===== src/rtl/ddr2_port_arbiter.sv =====
// ddr2_port_arbiter
// Two-port command arbiter in front of a DDR2 controller app interface.
// Each port issues one command at a time. The command is latched into the
// app_* registers, held until the controller accepts it, and then acked.
// Read ports are recorded in a small tag FIFO so that returning read data
// can be steered back to the port that issued the read.
// Optional feature: define DDR2_ARB_ROUND_ROBIN_EN to break ties in favour
// of the port that was not granted last. Without it, port 0 wins every tie.

module ddr2_port_arbiter #(
  parameter int ADDR_W    = 27,
  parameter int DATA_W    = 128,
  parameter int TAG_DEPTH = 4
) (
  input  logic              clk,
  input  logic              reset,
  // port 0
  input  logic              p0_req,
  input  logic              p0_we,
  input  logic [ADDR_W-1:0] p0_addr,
  input  logic [DATA_W-1:0] p0_wdata,
  output logic              p0_ack,
  output logic [DATA_W-1:0] p0_rdata,
  output logic              p0_rvalid,
  // port 1
  input  logic              p1_req,
  input  logic              p1_we,
  input  logic [ADDR_W-1:0] p1_addr,
  input  logic [DATA_W-1:0] p1_wdata,
  output logic              p1_ack,
  output logic [DATA_W-1:0] p1_rdata,
  output logic              p1_rvalid,
  // controller app interface
  input  logic              app_rdy,
  input  logic              app_wdf_rdy,
  input  logic [DATA_W-1:0] app_rd_data,
  input  logic              app_rd_data_valid,
  output logic              app_en,
  output logic [2:0]        app_cmd,
  output logic [ADDR_W-1:0] app_addr,
  output logic              app_wdf_wren,
  output logic              app_wdf_end,
  output logic [DATA_W-1:0] app_wdf_data,
  output logic              rd_orphan_err
);

  localparam int PTR_W = $clog2(TAG_DEPTH);
  localparam int CNT_W = $clog2(TAG_DEPTH) + 1;
  localparam logic [CNT_W-1:0] FULL_CNT = CNT_W'(TAG_DEPTH);
  localparam logic [CNT_W-1:0] ZERO_CNT = {CNT_W{1'b0}};
  localparam logic [CNT_W-1:0] ONE_CNT  = CNT_W'(1);
  localparam logic [PTR_W-1:0] ONE_PTR  = PTR_W'(1);
  localparam logic [2:0] CMD_WR = 3'b000;
  localparam logic [2:0] CMD_RD = 3'b001;

  typedef enum logic [1:0] {
    ST_IDLE  = 2'd0,
    ST_ISSUE = 2'd1,
    ST_ACK   = 2'd2
  } state_t;

  // command path state
  state_t              state_q, state_d;
  logic                winner_q, winner_d;
  logic                we_q, we_d;
  logic                app_en_q, app_en_d;
  logic [2:0]          app_cmd_q, app_cmd_d;
  logic [ADDR_W-1:0]   app_addr_q, app_addr_d;
  logic                app_wdf_wren_q, app_wdf_wren_d;
  logic                app_wdf_end_q, app_wdf_end_d;
  logic [DATA_W-1:0]   app_wdf_data_q, app_wdf_data_d;
  logic                p0_ack_q, p0_ack_d;
  logic                p1_ack_q, p1_ack_d;

  // tag FIFO and read return state
  logic                tag_mem_q [TAG_DEPTH];
  logic                tag_mem_d [TAG_DEPTH];
  logic [PTR_W-1:0]    wr_ptr_q, wr_ptr_d;
  logic [PTR_W-1:0]    rd_ptr_q, rd_ptr_d;
  logic [CNT_W-1:0]    tag_cnt_q, tag_cnt_d;
  logic                p0_rvalid_q, p0_rvalid_d;
  logic                p1_rvalid_q, p1_rvalid_d;
  logic [DATA_W-1:0]   p0_rdata_q, p0_rdata_d;
  logic [DATA_W-1:0]   p1_rdata_q, p1_rdata_d;
  logic                orphan_q, orphan_d;

  // combinational helpers
  logic full_s;
  logic elig0_s;
  logic elig1_s;
  logic grant_s;
  logic accept_s;
  logic push_s;
  logic pop_s;
  logic head_s;

`ifdef DDR2_ARB_ROUND_ROBIN_EN
  logic last_grant_q, last_grant_d;

  // Remember which port was granted most recently; updated at each accept.
  always_comb begin
    if (accept_s) begin
      last_grant_d = winner_q;
    end else begin
      last_grant_d = last_grant_q;
    end
  end

  // Last-grant register; resets to port 1 so port 0 wins the first tie.
  always_ff @(posedge clk) begin
    if (reset) begin
      last_grant_q <= 1'b1;
    end else begin
      last_grant_q <= last_grant_d;
    end
  end
`endif

  // Eligibility: reads need room in the tag FIFO (pre-pop count), writes never wait.
  always_comb begin
    full_s  = (tag_cnt_q == FULL_CNT);
    elig0_s = p0_req & (p0_we | ~full_s);
    elig1_s = p1_req & (p1_we | ~full_s);
  end

  // Pick the winning port among the eligible ones.
  always_comb begin
    grant_s = 1'b0;
    if (elig0_s && elig1_s) begin
`ifdef DDR2_ARB_ROUND_ROBIN_EN
      grant_s = ~last_grant_q;
`else
      grant_s = 1'b0;
`endif
    end else if (elig1_s) begin
      grant_s = 1'b1;
    end else begin
      grant_s = 1'b0;
    end
  end

  // The controller takes the command (and write data, for writes) this cycle.
  always_comb begin
    accept_s = (state_q == ST_ISSUE) && app_rdy && (!we_q || app_wdf_rdy);
  end

  // Command FSM: next state and next app_*/ack register values.
  always_comb begin
    state_d        = state_q;
    winner_d       = winner_q;
    we_d           = we_q;
    app_en_d       = app_en_q;
    app_cmd_d      = app_cmd_q;
    app_addr_d     = app_addr_q;
    app_wdf_wren_d = app_wdf_wren_q;
    app_wdf_end_d  = app_wdf_end_q;
    app_wdf_data_d = app_wdf_data_q;
    p0_ack_d       = 1'b0;
    p1_ack_d       = 1'b0;
    case (state_q)
      ST_IDLE: begin
        if (elig0_s || elig1_s) begin
          winner_d       = grant_s;
          we_d           = grant_s ? p1_we    : p0_we;
          app_addr_d     = grant_s ? p1_addr  : p0_addr;
          app_wdf_data_d = grant_s ? p1_wdata : p0_wdata;
          app_cmd_d      = we_d ? CMD_WR : CMD_RD;
          app_en_d       = 1'b1;
          app_wdf_wren_d = we_d;
          app_wdf_end_d  = we_d;
          state_d        = ST_ISSUE;
        end else begin
          state_d = ST_IDLE;
        end
      end
      ST_ISSUE: begin
        if (accept_s) begin
          app_en_d       = 1'b0;
          app_wdf_wren_d = 1'b0;
          app_wdf_end_d  = 1'b0;
          app_cmd_d      = CMD_RD;
          p0_ack_d       = ~winner_q;
          p1_ack_d       = winner_q;
          state_d        = ST_ACK;
        end else begin
          state_d = ST_ISSUE;
        end
      end
      ST_ACK: begin
        state_d = ST_IDLE;
      end
      default: begin
        app_en_d       = 1'b0;
        app_wdf_wren_d = 1'b0;
        app_wdf_end_d  = 1'b0;
        app_cmd_d      = CMD_RD;
        state_d        = ST_IDLE;
      end
    endcase
  end

  // Command path registers.
  always_ff @(posedge clk) begin
    if (reset) begin
      state_q        <= ST_IDLE;
      winner_q       <= 1'b0;
      we_q           <= 1'b0;
      app_en_q       <= 1'b0;
      app_cmd_q      <= CMD_RD;
      app_addr_q     <= {ADDR_W{1'b0}};
      app_wdf_wren_q <= 1'b0;
      app_wdf_end_q  <= 1'b0;
      app_wdf_data_q <= {DATA_W{1'b0}};
      p0_ack_q       <= 1'b0;
      p1_ack_q       <= 1'b0;
    end else begin
      state_q        <= state_d;
      winner_q       <= winner_d;
      we_q           <= we_d;
      app_en_q       <= app_en_d;
      app_cmd_q      <= app_cmd_d;
      app_addr_q     <= app_addr_d;
      app_wdf_wren_q <= app_wdf_wren_d;
      app_wdf_end_q  <= app_wdf_end_d;
      app_wdf_data_q <= app_wdf_data_d;
      p0_ack_q       <= p0_ack_d;
      p1_ack_q       <= p1_ack_d;
    end
  end

  // Tag FIFO control. A read return into an empty FIFO is still matched when
  // the read is being pushed in the same cycle; the pushed ID is the head.
  always_comb begin
    push_s = accept_s & ~we_q;
    pop_s  = app_rd_data_valid & ((tag_cnt_q != ZERO_CNT) | push_s);
    if (tag_cnt_q == ZERO_CNT) begin
      head_s = winner_q;
    end else begin
      head_s = tag_mem_q[rd_ptr_q];
    end
  end

  // Tag FIFO next state: storage, wrapping pointers and occupancy count.
  always_comb begin
    tag_mem_d = tag_mem_q;
    if (push_s) begin
      tag_mem_d[wr_ptr_q] = winner_q;
      wr_ptr_d            = wr_ptr_q + ONE_PTR;
    end else begin
      wr_ptr_d = wr_ptr_q;
    end
    if (pop_s) begin
      rd_ptr_d = rd_ptr_q + ONE_PTR;
    end else begin
      rd_ptr_d = rd_ptr_q;
    end
    case ({push_s, pop_s})
      2'b10:   tag_cnt_d = tag_cnt_q + ONE_CNT;
      2'b01:   tag_cnt_d = tag_cnt_q - ONE_CNT;
      default: tag_cnt_d = tag_cnt_q;
    endcase
  end

  // Read return steering and the sticky orphan flag.
  always_comb begin
    p0_rvalid_d = pop_s & ~head_s;
    p1_rvalid_d = pop_s &  head_s;
    if (p0_rvalid_d) begin
      p0_rdata_d = app_rd_data;
    end else begin
      p0_rdata_d = p0_rdata_q;
    end
    if (p1_rvalid_d) begin
      p1_rdata_d = app_rd_data;
    end else begin
      p1_rdata_d = p1_rdata_q;
    end
    orphan_d = orphan_q | (app_rd_data_valid & ~pop_s);
  end

  // Tag FIFO and read return registers.
  always_ff @(posedge clk) begin
    if (reset) begin
      tag_mem_q   <= '{default: 1'b0};
      wr_ptr_q    <= {PTR_W{1'b0}};
      rd_ptr_q    <= {PTR_W{1'b0}};
      tag_cnt_q   <= ZERO_CNT;
      p0_rvalid_q <= 1'b0;
      p1_rvalid_q <= 1'b0;
      p0_rdata_q  <= {DATA_W{1'b0}};
      p1_rdata_q  <= {DATA_W{1'b0}};
      orphan_q    <= 1'b0;
    end else begin
      tag_mem_q   <= tag_mem_d;
      wr_ptr_q    <= wr_ptr_d;
      rd_ptr_q    <= rd_ptr_d;
      tag_cnt_q   <= tag_cnt_d;
      p0_rvalid_q <= p0_rvalid_d;
      p1_rvalid_q <= p1_rvalid_d;
      p0_rdata_q  <= p0_rdata_d;
      p1_rdata_q  <= p1_rdata_d;
      orphan_q    <= orphan_d;
    end
  end

  assign p0_ack        = p0_ack_q;
  assign p1_ack        = p1_ack_q;
  assign p0_rvalid     = p0_rvalid_q;
  assign p1_rvalid     = p1_rvalid_q;
  assign p0_rdata      = p0_rdata_q;
  assign p1_rdata      = p1_rdata_q;
  assign app_en        = app_en_q;
  assign app_cmd       = app_cmd_q;
  assign app_addr      = app_addr_q;
  assign app_wdf_wren  = app_wdf_wren_q;
  assign app_wdf_end   = app_wdf_end_q;
  assign app_wdf_data  = app_wdf_data_q;
  assign rd_orphan_err = orphan_q;

endmodule


===== config.mk =====
export PLATFORM = sky130hd
export DESIGN_NAME = ddr2_port_arbiter
export DESIGN_NICKNAME = d
export VERILOG_FILES = /design/src/rtl/ddr2_port_arbiter.sv
export SDC_FILE = /design/constraint.sdc
export NUM_CORES = 1
export LEC_CHECK = 0
export ABC_AREA = 1
export ABC_CLOCK_PERIOD_IN_PS = 3300
export BUFFER_PORTS_ARGS = -buffer_cell sky130_fd_sc_hd__buf_2
export CAP_MARGIN = 5
export CORE_AREA = 2 2 343 345
export CTS_CLUSTER_DIAMETER = 60
export DETAILED_ROUTE_END_ITERATION = 10
export DIE_AREA = 0 0 345 347
export GPL_TIMING_DRIVEN = 0
export PLACE_DENSITY_LB_ADDON = 0.3
export SLEW_MARGIN = 30
export SYNTH_ARGS = -nofsm -noshare
export SYNTH_HDL_FRONTEND = slang
export SYNTH_SLANG_ARGS = --single-unit

===== constraint.sdc =====
create_clock -name clk -period 3.3 [get_ports clk]
set_input_delay 0 -clock clk [delete_from_list [all_inputs] [get_ports clk]]
set_output_delay 0 -clock clk [all_outputs]
set_load 0.02 [all_outputs]

==> out/qor.yml <==
cts_max_path_buffers: 3
max_freq_mhz: 315
status: "finished, final reports clean"
crit_path_top_delay_cell: "dlygate4sd3_1"
power_leakage_uw: 0.0162
grt_setup_unrepaired: "no"
routed_via_density: 3.95
ys_ff_latch: 434
dominantRegCellSynth: "dfxtp_1"
hold_viol: 0
numPortBuffers: 865
ys_types: 26
cp-start-kind: "flop"
critPathTopFamily: "buffers and inverters"
r2r-end: "app_wdf_data[125]$_SDFFE_PP0P_"
slew_viol_final: 0
core_area_sq_um: 116000
start_util_pct: 16.4
dieArea_sq_um: 120000
io_pins: 869
cts_sinks: 434
grt.total_usage_pct: 16.2
synth_enable_flop_cells: 0
crit_top_cell: "nand3_1"
power.density_nw_per_um2: 652
setup_ws_ps: 121
grt_pass1_wl_mm: 146
worst-path-max-fanout: 10
finalCritPeriodShare_pct: 96.3
grt_pass1_vias: 23200
grt_overflow: 0
r2r_start: "tag_cnt_q[1]$_SDFFE_PP0P_"
vias: 23000
seq_area_frac_synth_pct: 45.9
synth_cells: 2855
worst_pin_slew_ps: 1020
cts-htree-levels: 3
wl_mm: 101
syn_area_sq_um: 18900
ys_top_cells_by_area: "dfxtp_1, nand2_1, nor2_1"
cts_resized: 0
final_period_minus_worst_setup_slack_ps: 3180
ant_nets: 0
maxCapViolations: 0
end_kind: "flop"
synth_top_area_cell: "dfxtp_1"
setup_viol_count_final: 0
hold_path_depth: 2
finClkSkew_ps: 49.1
synthArstFlopShare_pct: 0
max_stage_delay_ps: 690
root_buffer: "clkbuf_16"
grt_max_degree: 12
synth_warnings: 0
r2r_setup_slack_ps: 120
hold_path.class: "input port to flop"
dp_hpwl_mm: 79.1
cp.arrival_ps: 3650
path_clk_slew_ps: 60
avgRoutedWirePerCell_microns: 17.3
first_pass_iters: 5
synthTopCellsByCount: "nand2_1, nor2_1, inv_1"
min_from: "reset"
drive_gt1_share_pct: 25.6
grt_antenna_before_repair: 20
cts_setup_buffers: 0
pre_cts_slack_ps: 693
gp_congestion: 0.915
critPathKind: "flop to flop"
synth.most_common_cell: "nand2_1"
die_y_microns: 347
fillers: 13100
drc: 0
nNetsFinal: 4689
fp-row-count: 125
relSlewSlack_pct: 31.8
clock_latency_ps: 640
critPathRequiredTime_ps: 3770
yosysTopAreaCellShare_pct: 45.9
cts_tree: "built"
cp_cell_sequence: "nor2_2 -> nand3_1 -> nand2_1 -> inv_1 -> buf_2 -> buf_1 -> nand3_1 -> nand3_1 -> dlygate4sd3_1 -> a21oi_1"
first_iter_violations: 951
die_w_microns: 345
fin_setup_tns_ps: 0
synthToLayoutAreaGrowth_pct: 68.9
avgSynthCellArea_sq_um: 6.63
reg2regPathDepth: 10
vdd_drop_max_mv: 0.340
cts_buffers: 69
holdPathEnd: "state_q[1]$_SDFF_PP0_"
critPathBufInv: 4
[layout make-up]
class / instances / area [sq um] / share of cell area, %
Sequential cell: 434 / 8690 / 27.2
Multi-Input combinational cell: 1767 / 7540 / 23.6
Clock inverter: 33 / 424 / 1.33
Buffer: 193 / 972 / 3.04
Inverter: 462 / 1740 / 5.43
Timing Repair Buffer: 1309 / 8770 / 27.4
Antenna cell: 10 / 25.0 / 0.0783
Tap cell: 1524 / 1910 / 5.96
Clock buffer: 92 / 1900 / 5.96
[how the worst max path moves through the flow]
stage	startpoint	cells past startpoint	endpoint	slack, ps
3_3_place_gp	reset	6	wr_ptr_q[0]$_SDFFE_PP0P_	500
6_report	tag_cnt_q[1]$_SDFFE_PP0P_	10	app_wdf_data[125]$_SDFFE_PP0P_	120
3_5_place_dp	tag_cnt_q[0]$_SDFFE_PP0P_	10	app_wdf_data[125]$_SDFFE_PP0P_	690
5_1_grt	tag_cnt_q[1]$_SDFFE_PP0P_	10	app_wdf_data[125]$_SDFFE_PP0P_	50
4_1_cts	tag_cnt_q[1]$_SDFFE_PP0P_	10	app_wdf_data[125]$_SDFFE_PP0P_	110
2_1_floorplan	state_q[0]$_SDFF_PP0_	13	tag_cnt_q[2]$_SDFFE_PP0P_	1390
[power breakdown]
part | internal [uW] | switching, uW | total (uW)
clock network | 4400 | 3000 | 7400
registers | 6160 | 473 | 6640
logic | 2480 | 4350 | 6830
[through the flow]
step                      hold slack (ps)  cell area [sq um]  util (%)  instances  total power (uW)
after CTS                             107              32000      27.6       5814             21200
final                                 116              32000      27.6       5824             20900
after detailed placement              275              25200      21.8       5245             12900
after floorplan                       162              18900         -       2856             10300
after global routing                  155              32000      27.6       5819             22100
after global placement                268              25200      21.7       5245             12900
[timing repair]
item,4_1_cts,5_1_grt
hold buffers,444,0
endpoints found under the hold margin,431,0
endpoints found under the setup margin,0,0
[layout by cell type (no fill, tap or decap), drive strengths merged]
cell / synthesis / routed
dfxtp: 434 / 434
o21ai: 133 / 133
fa: 1 / 1
ha: 5 / 5
a21oi: 172 / 172
nand2: 602 / 602
nand3: 327 / 327
a211oi: 1 / 1
clkinv: 0 / 14
buf: 120 / 985
clkinvlp: 0 / 6
nand3b: 1 / 1
conb: 1 / 2
dlygate4sd3: 0 / 444
clkbuf: 73 / 165
diode: 0 / 10
nor3: 1 / 1
nor2: 522 / 522
bufinv: 0 / 3
inv: 462 / 472
[state kept, by name, indices dropped and copies added, names as in the netlist]
name           cells
app_wdf_data     128
p0_rdata         128
p1_rdata         128
app_addr          27
tag_mem_q          4
tag_cnt_q          3
rd_ptr_q           2
state_q            2
wr_ptr_q           2
app_cmd            1
app_en             1
app_wdf_end        1
p0_ack             1
p0_rvalid          1
p1_ack             1
p1_rvalid          1
rd_orphan_err      1
we_q               1
winner_q           1
[kinds of logic (layout without fill, tap and decap cells)]
kind of cell | after synthesis | count (layout) | synth area share (%)
adder cells (fa/ha/maj) | 6 | 6 | 0.436
flip-flops | 434 | 434 | 45.9
buffers and inverters | 655 | 2089 | 14.3
AO/OA/AOI/OAI | 306 | 306 | 8.10
AND/OR/NAND/NOR | 1453 | 1453 | 31.3
other | 1 | 12 | 0.0198
[per-layer routing]
metal	share of wire, %	track usage, %	vias up
li1	-	-	11500
met1	41	18.3	10600
met2	48	28.3	808
met3	7.3	4.86	190
met4	4.2	6.96	6
met5	0.032	0	-
No activity file was read; power rests on OpenSTA's default activity.
